$ cat src/rtl/wind_pkg.sv
// Shared Q-format constants and capture FSM encoding for the wind statistics path.
package wind_pkg;

    localparam int WIND_W     = 16;
    localparam int SPEED_FRAC = 10;
    localparam int DIR_FRAC   = 7;

    // Q6.10 speed: 1 m/s; Q9.7 direction: 1 degree
    localparam int ONE_MPS = 1 << SPEED_FRAC;
    localparam int ONE_DEG = 1 << DIR_FRAC;

    typedef enum logic {
        IDLE = 1'b0,
        WAIT = 1'b1
    } cap_state_t;

endpackage

$ cat src/rtl/wind_capture_timer.sv
// Fixed-latency capture timer: counts CORDIC_LAT edges after data_rdy and strobes capture.
module wind_capture_timer
    import wind_pkg::*;
#(
    parameter int CORDIC_LAT = 16
) (
    input  logic clock,
    input  logic reset,
    input  logic data_rdy,
    output logic capture,
    output logic overrun_set
);

    localparam int TW = (CORDIC_LAT > 1) ? $clog2(CORDIC_LAT) : 1;
    localparam logic [TW-1:0] LOAD = TW'(CORDIC_LAT - 1);

    cap_state_t    state, state_nxt;
    logic [TW-1:0] timer, timer_nxt;

    always_ff @(posedge clock) begin
        if (reset) begin
            state <= IDLE;
            timer <= '0;
        end else begin
            state <= state_nxt;
            timer <= timer_nxt;
        end
    end

    always_comb begin
        state_nxt   = state;
        timer_nxt   = timer;
        capture     = 1'b0;
        overrun_set = 1'b0;
        case (state)
            IDLE: begin
                if (data_rdy) begin
                    timer_nxt = LOAD;
                    state_nxt = WAIT;
                end
            end
            WAIT: begin
                if (timer != '0) begin
                    timer_nxt   = timer - TW'(1);
                    overrun_set = data_rdy;
                end else begin
                    // capture edge; a coincident request chains straight into a new wait
                    capture = 1'b1;
                    if (data_rdy) begin
                        timer_nxt = LOAD;
                    end else begin
                        state_nxt = IDLE;
                    end
                end
            end
            default: state_nxt = IDLE;
        endcase
    end

endmodule

$ cat src/rtl/wind_stats.sv
// Block statistics (mean speed, peak gust and its direction) over 2^LOG2N captured samples.
// Optional sticky overrun output is enabled by defining WIND_STATS_OVERRUN_EN.
module wind_stats
    import wind_pkg::*;
#(
    parameter int CORDIC_LAT = 16,
    parameter int LOG2N      = 3
) (
    input  logic                     clock,
    input  logic                     reset,
    input  logic                     data_rdy,
    input  logic signed [WIND_W-1:0] speed,
    input  logic signed [WIND_W-1:0] direction,
    output logic signed [WIND_W-1:0] avg_speed,
    output logic signed [WIND_W-1:0] gust_speed,
    output logic signed [WIND_W-1:0] gust_dir,
    output logic                     stats_rdy,
    output logic [LOG2N-1:0]         sample_count
`ifdef WIND_STATS_OVERRUN_EN
    ,
    output logic                     overrun
`endif
);

    localparam int ACC_W = WIND_W + LOG2N;

    function automatic logic [WIND_W-1:0] clamp_speed(input logic signed [WIND_W-1:0] s);
        return s[WIND_W-1] ? '0 : $unsigned(s);
    endfunction

    logic vld_p0;
    logic ovr_set;

    wind_capture_timer #(
        .CORDIC_LAT(CORDIC_LAT)
    ) u_timer (
        .clock      (clock),
        .reset      (reset),
        .data_rdy   (data_rdy),
        .capture    (vld_p0),
        .overrun_set(ovr_set)
    );

    // Stage p0: clamp the captured sample and form next block state
    logic [WIND_W-1:0]        spd_p0;
    logic                     take_p0;
    logic                     last_p0;
    logic [ACC_W-1:0]         sum_p0;
    logic [WIND_W-1:0]        gust_spd_nxt;
    logic signed [WIND_W-1:0] gust_dir_nxt;

    logic [ACC_W-1:0]         acc_p1;
    logic [WIND_W-1:0]        gust_spd_p1;
    logic signed [WIND_W-1:0] gust_dir_p1;

    always_comb begin
        spd_p0       = clamp_speed(speed);
        // first sample of a block always seeds the gust; ties keep the earlier sample
        take_p0      = (sample_count == '0) || (spd_p0 > gust_spd_p1);
        last_p0      = &sample_count;
        sum_p0       = acc_p1 + {{LOG2N{1'b0}}, spd_p0};
        gust_spd_nxt = take_p0 ? spd_p0 : gust_spd_p1;
        gust_dir_nxt = take_p0 ? direction : gust_dir_p1;
    end

    // Stage p1: accumulator, gust tracking and block outputs
    always_ff @(posedge clock) begin
        if (reset) begin
            acc_p1       <= '0;
            gust_spd_p1  <= '0;
            gust_dir_p1  <= '0;
            sample_count <= '0;
            avg_speed    <= '0;
            gust_speed   <= '0;
            gust_dir     <= '0;
            stats_rdy    <= 1'b0;
        end else begin
            stats_rdy <= 1'b0;
            if (vld_p0) begin
                sample_count <= sample_count + LOG2N'(1);
                if (last_p0) begin
                    avg_speed   <= $signed(sum_p0[ACC_W-1:LOG2N]);
                    gust_speed  <= $signed(gust_spd_nxt);
                    gust_dir    <= gust_dir_nxt;
                    stats_rdy   <= 1'b1;
                    acc_p1      <= '0;
                    gust_spd_p1 <= '0;
                    gust_dir_p1 <= '0;
                end else begin
                    acc_p1      <= sum_p0;
                    gust_spd_p1 <= gust_spd_nxt;
                    gust_dir_p1 <= gust_dir_nxt;
                end
            end
        end
    end

`ifdef WIND_STATS_OVERRUN_EN
    // sticky until the stats pulse; a fresh overrun on that cycle wins
    always_ff @(posedge clock) begin
        if (reset) begin
            overrun <= 1'b0;
        end else if (ovr_set) begin
            overrun <= 1'b1;
        end else if (stats_rdy) begin
            overrun <= 1'b0;
        end
    end
`else
    logic unused_ovr;
    assign unused_ovr = ovr_set;
`endif

endmodule

$ cat config.mk
export PLATFORM = sky130hd
export DESIGN_NAME = wind_stats
export DESIGN_NICKNAME = d
export VERILOG_FILES = /design/src/rtl/wind_pkg.sv /design/src/rtl/wind_capture_timer.sv /design/src/rtl/wind_stats.sv
export SDC_FILE = /design/constraint.sdc
export NUM_CORES = 1
export LEC_CHECK = 0
export CAP_MARGIN = 20
export CORE_ASPECT_RATIO = 1.1
export CORE_MARGIN = 5
export CORE_UTILIZATION = 59
export CTS_BUF_LIST = sky130_fd_sc_hd__clkbuf_16
export CTS_CLUSTER_SIZE = 30
export DETAILED_ROUTE_END_ITERATION = 6
export PLACE_DENSITY = 0.86
export SLEW_MARGIN = 20
export SYNTH_ARGS = -nofsm -noshare
export SYNTH_HDL_FRONTEND = slang
export SYNTH_HIERARCHICAL = 1
export SYNTH_SLANG_ARGS = --single-unit
$ cat constraint.sdc
create_clock -name clock -period 4.5 [get_ports clock]
set_input_delay 0.45 -clock clock [delete_from_list [all_inputs] [get_ports clock]]
set_output_delay 0.45 -clock clock [all_outputs]
set_load 0.01 [all_outputs]
# Word-level counts from Yosys, hierarchy flattened
# Cells that the tools add are included.
# word_totals
inputBits	35
wordCells	37
reg_bits	108
# classes
order_cmp	1
mux	15
n_reduce_logical	6
n_addsub	3
bitwise	2
# op_table
op	n
$mux W16	4
$add A19 B15 Y19	1
$mux W19	1
$gt A15 B16 Y1	1
$mux W15	1
$mux W4	2
$pmux W4 S2	1
$mux W1	5
$reduce_and A4 Y1	1
$reduce_bool A4 Y1	1
$sub A4 B1 Y4 const B	1
$add A3 B1 Y3 const B	1
$logic_not A3 Y1	1
$reduce_and A3 Y1	1
$not A1 Y1	2
$pmux W1 S2	1
$reduce_or A2 Y1	1
$logic_or A1 B1 Y1	1

# Depth between registers and ports, before layout
# Gate-level depths: netlist of run 1.
# depth
ltp_word	5
mapped_depth	13
depth_no_buf	9

# Hierarchy
# Netlist of run 1, hierarchy kept.
# by_module_without_submodules
mod	seq_area_each_um2	area_each_um2	n_inst	cells_each
wind_stats	2062.0	5436.5	1	605
wind_capture_timer	100.1	272.8	1	31

# Least setup slack after synthesis of run 1
# Ideal clock, no wire load.
# synth_timing
path_kind	input port to flip-flop
startpoint	input port speed[15]
endpoint	register gust_spd_p1[10]
t_required_ns	4.383
path_stages	13
setup_slack_ns	1.571
arrival_time_ns	2.812
setup_time_ns	0.117
path_cell_list	buf_6 -> clkbuf_1 -> nor2b_1 -> ha_1 -> nand2_1 -> nor4_1 -> nand3_1 -> o21ai_1 -> o211ai_2 -> and2_1 -> clkbuf_2 -> buf_2 -> a22o_1
# synth_via
elab_chain_len	5
# synth_lines
item	line_no	rtl
from (decl)	wind_stats.sv:12	input logic signed [WIND_W-1:0] speed,
$mux W15 *	wind_stats.sv:28	return s[WIND_W-1] ? '0 : $unsigned(s);
$gt A15 B16 Y1	wind_stats.sv:59	take_p0 = (sample_count == '0) || (spd_p0 > gust_spd_p1);
$logic_or A1 B1 Y1	wind_stats.sv:59	
$mux W16 *	wind_stats.sv:62	gust_spd_nxt = take_p0 ? spd_p0 : gust_spd_p1;
$mux W16 *	wind_stats.sv:81	if (last_p0) begin
to (signal assigned)	wind_stats.sv:91	gust_spd_p1 <= gust_spd_nxt;
to (decl)	wind_stats.sv:53	logic [WIND_W-1:0] gust_spd_p1;
# Every way passes the cells marked *; elsewhere a longest branch is shown, timed or not.
# A chain may end at the register's enable or synchronous reset.

# Worst setup path in the final report of run 1
# layout_timing
startpoint	input port speed[15]
endpoint	register gust_speed[0]
# layout_via
elab_chain_len	4
# layout_lines
item	line_no	rtl
$mux W15 *	wind_stats.sv:28	
$gt A15 B16 Y1	wind_stats.sv:59	
$logic_or A1 B1 Y1	wind_stats.sv:59	
$mux W16 *	wind_stats.sv:62	
to (signal assigned)	wind_stats.sv:83	gust_speed <= $signed(gust_spd_nxt);
to (decl)	wind_stats.sv:15	output logic signed [WIND_W-1:0] gust_speed,
# Marks and branches as above.

==> run_results.csv, run 1 <==
group,metric,value,unit
clock_network,clock_sinks,108,
setup_path,worst_path_slowest_cell,"sky130_fd_sc_hd__clkdlybuf4s50_1",
finish,area_growth_syn_to_layout,19.39,%
clock_network,cts.clk_slew.worst_paths,70,ps
timing,setup_slack,982.2,ps
die,width_of_the_die,103.7,um
die,die_area,11730,um^2
timing,min_period_over_period,0.7817,
clock_network,clk-insertion-delay-late,350,ps
timing,setup_viol_count_final,0,
global_routing,gr-usage-all-layers,0.2378,
finish,nNetsFinal,758,
synth,yosysWarnings,6,
global_routing,antenna_found_initial,0,
timing,report.final.slew_viol_count,0,
die,core_area,9398,um^2
finish,final_cells,815,
clock_network,ctsHoldBuffers,0,
finish,n_antenna_cell,0,
clock_network,cts.repair.resized,0,
drt,wl_per_cell,17.28,um
setup_path,worstPathCellList,"clkdlybuf4s50_1, nor2b_1, ha_1, nand2_1, nor4_1, nand3_1, o21ai_1, o211ai_4, buf_4, mux2i_1, a211oi_1",
setup_path,worst_setup_path_end_kind,"register",
power_and_ir_drop,power_density,293.8,nW/um^2
placed_design,dp_cells,799,
clock_network,number_of_h_tree_branching_levels,3,
die,fp-row-count,37,
die,dieHeight,113.1,um
synth,mappedNetlistArea,5703,um^2
synth,netlist_instances,635,
die,io-pin-count,87,
placed_design,port-buffer-count,86,
drt,drtIter0Drc,256,
setup_path,buffers_and_inverters_on_the_worst_path,2,
setup_path,path_class,"input port to register",
drt,num_vias,5005,
clock_network,cts_tree,"done",
setup_path,worstPathRequired,4750,ps
power_and_ir_drop,static-leakage-power,2.718,nW
global_routing,number_of_global_route_vias_before_repair,4937,
clock_network,cts.repair_timing.setup_buffer_count,0,
timing,max_slew.worst_pin.slew,871.2,ps
global_routing,grt_remaining_overflow,0,
timing,setup_total_negative_slack,0,ps
timing,fmax,284.3,MHz
finish,drive_gt1_frac,0.05014,
clock_network,cts_buffer_depth,2,
setup_path,cp_slowest_stage_delay,590,ps
power_and_ir_drop,vdd.ir_drop.worst,0.1754,mV
drt,drtAntennaViolNets,0,
timing,timing.clock.skew,9.226,ps
clock_network,clock_root_buffer,"sky130_fd_sc_hd__clkbuf_16",
setup_path,critical_path.top_delay_family,"simple AND/OR/NAND/NOR gates",
drt,viasPerCell,6.141,
timing,timing.final.hold_violations,0,
drt,drc,0,
placed_design,routabilityCongestion,0.9181,
timing,slew_headroom,0.4192,
synth,synth.net_count,700,
power_and_ir_drop,finalPower,2.001,mW
setup_path,critPathMaxFanout,31,
clock_network,numCtsBuffers,9,
placed_design,hpwl,10080,um
global_routing,grt_start_max_net_pins,85,
job,max_cap_viol_count,0,
setup_path,critPathArrivalTime,3770,ps
timing,timing.final.crit_period,3518,ps
placed_design,place_ws,542.9,ps
global_routing,grt_pass1_wl,23540,um
drt,drt_pre_antenna_iters,5,
synth,synth_area_per_cell,8.981,um^2
die,initial_standard_cell_utilization_of_the_core,0.6068,
run_status,status,"finished clean",
drt,detail_route.wirelength,14090,um
setup_path,worst_setup_start_kind,"input port",
timing,grt_setup_unrepaired,"no",
min_path,worstHoldPathType,"register to register",
[path summary, 6_finish.rpt]
path                                  startpoint               to  slack [ps]  cells after the start
worst min register to register      avg_speed[1]     avg_speed[1]         460                      2
worst min-delay path                avg_speed[1]     avg_speed[1]         460                      2
worst max register to register  u_timer/timer[0]  gust_dir_p1[11]        1360                      9
worst max-delay path                   speed[15]    gust_speed[0]         980                     11
[layout by cell type, fill, tap and decap left out, types with 5 or more instances in the layout]
cell type,count
sky130_fd_sc_hd__o21ai_0,9
sky130_fd_sc_hd__dfxtp_1,108
sky130_fd_sc_hd__clkbuf_16,9
sky130_fd_sc_hd__nor2b_1,15
sky130_fd_sc_hd__mux2i_1,36
sky130_fd_sc_hd__nor4_1,5
sky130_fd_sc_hd__nand3_1,13
sky130_fd_sc_hd__o221ai_1,5
sky130_fd_sc_hd__buf_4,5
sky130_fd_sc_hd__a22o_1,34
sky130_fd_sc_hd__nor2_1,68
sky130_fd_sc_hd__clkdlybuf4s50_1,85
sky130_fd_sc_hd__nor3_1,10
sky130_fd_sc_hd__a31oi_1,7
sky130_fd_sc_hd__a21o_1,8
sky130_fd_sc_hd__ha_1,30
sky130_fd_sc_hd__inv_1,28
sky130_fd_sc_hd__nand2_1,45
sky130_fd_sc_hd__xnor2_1,13
sky130_fd_sc_hd__a21oi_1,28
sky130_fd_sc_hd__a22oi_1,7
sky130_fd_sc_hd__a211oi_1,38
[layout make-up]
| cell class | count | area [um^2] |
|---|---|---|
| flip-flops and latches | 108 | 2162 |
| clock inverters | 7 | 51.30 |
| well taps | 117 | 146.4 |
| multi-input cells | 455 | 3209 |
| repair buffers | 92 | 913.4 |
| clock buffers | 9 | 225.2 |
| fillers | 739 | 2589 |
| inverters | 27 | 101.3 |
[per-stage QoR]
step	hold slack [ps]	utilization	instance area, um^2
finish	458.7	0.7245	6809
global route	472.9	0.7245	6809
CTS	461.3	0.7244	6808
detailed placement	449.4	0.6950	6531
global placement	445.2	0.6950	6531
floorplan	448.4	-	5703
[power breakdown]
part	switching, mW	internal [mW]	total (mW)
registers	0.0205	0.977	0.997
clock network	0.366	0.379	0.745
logic	0.148	0.110	0.259
total	0.535	1.47	2.00
[layer usage]
layer  up-vias  track usage  wire length [um]
li1       2446            -                 -
met1      2368       0.3160              6140
met2       163       0.3937              6746
met3        28      0.03594               863
met4         0      0.08636               336
met5         -            0                 0
[flip-flops by register name, summed over array words and instances (netlist names)]
name           count
acc_p1            19
avg_speed         16
gust_dir          16
gust_dir_p1       16
gust_spd_p1       16
gust_speed        16
sample_count       3
stats_rdy          1
u_timer/state      1
u_timer/timer      4
[worst reg2reg max path: stages, from the launching register on]
cell and delay [ps]:
sky130_fd_sc_hd__dfxtp_1 330, sky130_fd_sc_hd__inv_1 90, sky130_fd_sc_hd__ha_1 220, sky130_fd_sc_hd__or3b_1 460, sky130_fd_sc_hd__nor2_1 120, sky130_fd_sc_hd__buf_4 280
sky130_fd_sc_hd__nand2_1 300, sky130_fd_sc_hd__nor2_1 410, sky130_fd_sc_hd__and2_2 640, sky130_fd_sc_hd__a22o_1 230
(Power assumes the default switching activity.)
==> run 2, diff against run 1 <==
CORE_UTILIZATION = 49   (was 59)
PLACE_DENSITY = 0.76   (was 0.86)
clock period = 3.2 ns   (was 4.5 ns; I/O delays follow)
==> run_results.csv, run 2 (same netlist as run 1, synthesis figures left out) <==
group,metric,value,unit
setup_path,critPathArrivalTime,3300,ps
finish,area_growth_syn_to_layout,26.99,%
placed_design,routabilityCongestion,0.9488,
global_routing,antenna_found_initial,0,
clock_network,number_of_h_tree_branching_levels,3,
placed_design,hpwl,11340,um
timing,setup_viol_count_final,0,
clock_network,clock_root_buffer,"sky130_fd_sc_hd__clkbuf_16",
timing,fmax,329.0,MHz
timing,setup_total_negative_slack,0,ps
drt,drtAntennaViolNets,0,
power_and_ir_drop,vdd.ir_drop.worst,0.3247,mV
global_routing,gr-usage-all-layers,0.2171,
timing,timing.final.crit_period,3039,ps
setup_path,worst_setup_path_end_kind,"register",
clock_network,numCtsBuffers,9,
finish,drive_gt1_frac,0.1090,
clock_network,clock_sinks,108,
power_and_ir_drop,power_density,395.0,nW/um^2
timing,min_period_over_period,0.9498,
finish,multiInputGateArea,3208,um^2
drt,wl_per_cell,16.85,um
finish,finalCoreUtilization,0.6331,
run_status,status,"finished clean",
drt,detail_route.wirelength,15050,um
timing,timing.clock.skew,10.78,ps
placed_design,dpl_cell_area,6968,um^2
clock_network,cts_tree,"done",
finish,most-common-layout-cells,"sky130_fd_sc_hd__dfxtp_1, sky130_fd_sc_hd__clkdlybuf4s50_1, sky130_fd_sc_hd__nor2_1",
global_routing,number_of_global_route_vias_before_repair,5130,
power_and_ir_drop,static-leakage-power,2.943,nW
timing,report.final.slew_viol_count,0,
global_routing,grt_start_max_net_pins,52,
finish,n_fill_cell,1005,
finish,final_area,7242,um^2
timing,timing.final.hold_violations,0,
drt,drc,0,
global_routing,grt_remaining_overflow,0,
finish,largest-register,"acc_p1",
die,die_area,13900,um^2
placed_design,port-buffer-count,86,
min_path,worstHoldPathType,"register to register",
setup_path,path_class,"input port to register",
job,max_cap_viol_count,0,
clock_network,cts.repair_timing.setup_buffer_count,0,
drt,drt_pre_antenna_iters,4,
timing,max_slew.worst_pin.slew,620.7,ps
die,io-pin-count,87,
clock_network,ctsHoldBuffers,0,
drt,drtIter0Drc,260,
finish,largest_register_ff_count,19,
die,width_of_the_die,112.9,um
placed_design,place_ws,-155.3,ps
setup_path,worstPathRequired,3460,ps
clock_network,cts.clk_slew.worst_paths,70,ps
finish,layout.cells.most_common,"sky130_fd_sc_hd__dfxtp_1",
timing,holdWs,460.4,ps
die,dieHeight,123.2,um
die,fp-row-count,41,
global_routing,grt_pass1_wl,24700,um
finish,n_antenna_cell,0,
drt,viasPerCell,5.709,
setup_path,worst_setup_start_kind,"input port",
die,initial_standard_cell_utilization_of_the_core,0.4985,
setup_path,critPathMaxFanout,23,
finish,nNetsFinal,804,
clock_network,cts_buffer_depth,2,
finish,area.sequential,2162,um^2
timing,slew_headroom,0.5862,
timing,grt_setup_unrepaired,"no",
clock_network,clk-insertion-delay-late,350,ps
drt,num_vias,5098,
timing,setup_slack,160.5,ps
clock_network,cts.repair.resized,0,
die,core_area,11440,um^2
==> run 2: report_power, final <==
part           internal, mW  switching (mW)  total, mW
clock network         0.531           0.513       1.04
logic                 0.192           0.222      0.413
registers              1.37          0.0296       1.40
total                  2.10           0.764       2.86
==> run 2: final cells by class <==
class                      count  share of cell area
multi-input combinational    455              0.4430
sequential                   108              0.2985
timing repair buffer         138              0.1807
clock buffer                   9             0.03110
tap                          150             0.02592
inverter                      27             0.01399
clock inverter                 6            0.006738
==> run 2: worst paths after layout <==
kind | startpoint | end | slack [ps] | depth (start not counted)
worst max register to register | gust_spd_p1[14] | gust_dir[2] | 490 | 10
worst min-delay path | gust_speed[15] | gust_speed[15] | 460 | 2
worst max-delay path | speed[15] | gust_dir[2] | 160 | 12
worst min register to register | gust_speed[15] | gust_speed[15] | 460 | 2
==> run 2: routing by layer <==
layer,wire length (um),global-route usage
met1,6883,0.2775
met2,7535,0.3893
met3,491,0.02937
met4,140,0.05109
met5,0,0
==> run 2: per-stage QoR <==
stage	std cells	total power, mW
2_1_floorplan	635	1.685
3_3_place_gp	878	1.830
3_5_place_dp	878	1.844
4_1_cts	893	2.881
5_1_grt	893	2.986
6_report	893	2.860
==> run 2: worst max-delay path, stage by stage <==
cell and delay [ps]:
sky130_fd_sc_hd__clkdlybuf4s50_1 530, sky130_fd_sc_hd__buf_12 170, sky130_fd_sc_hd__nor2b_1 70, sky130_fd_sc_hd__ha_1 290, sky130_fd_sc_hd__nand2_1 80, sky130_fd_sc_hd__or3_1 350, sky130_fd_sc_hd__o32ai_1 290, sky130_fd_sc_hd__o21ai_1 220
sky130_fd_sc_hd__o211ai_4 140, sky130_fd_sc_hd__buf_4 400, sky130_fd_sc_hd__mux2i_1 150, sky130_fd_sc_hd__a211oi_1 260
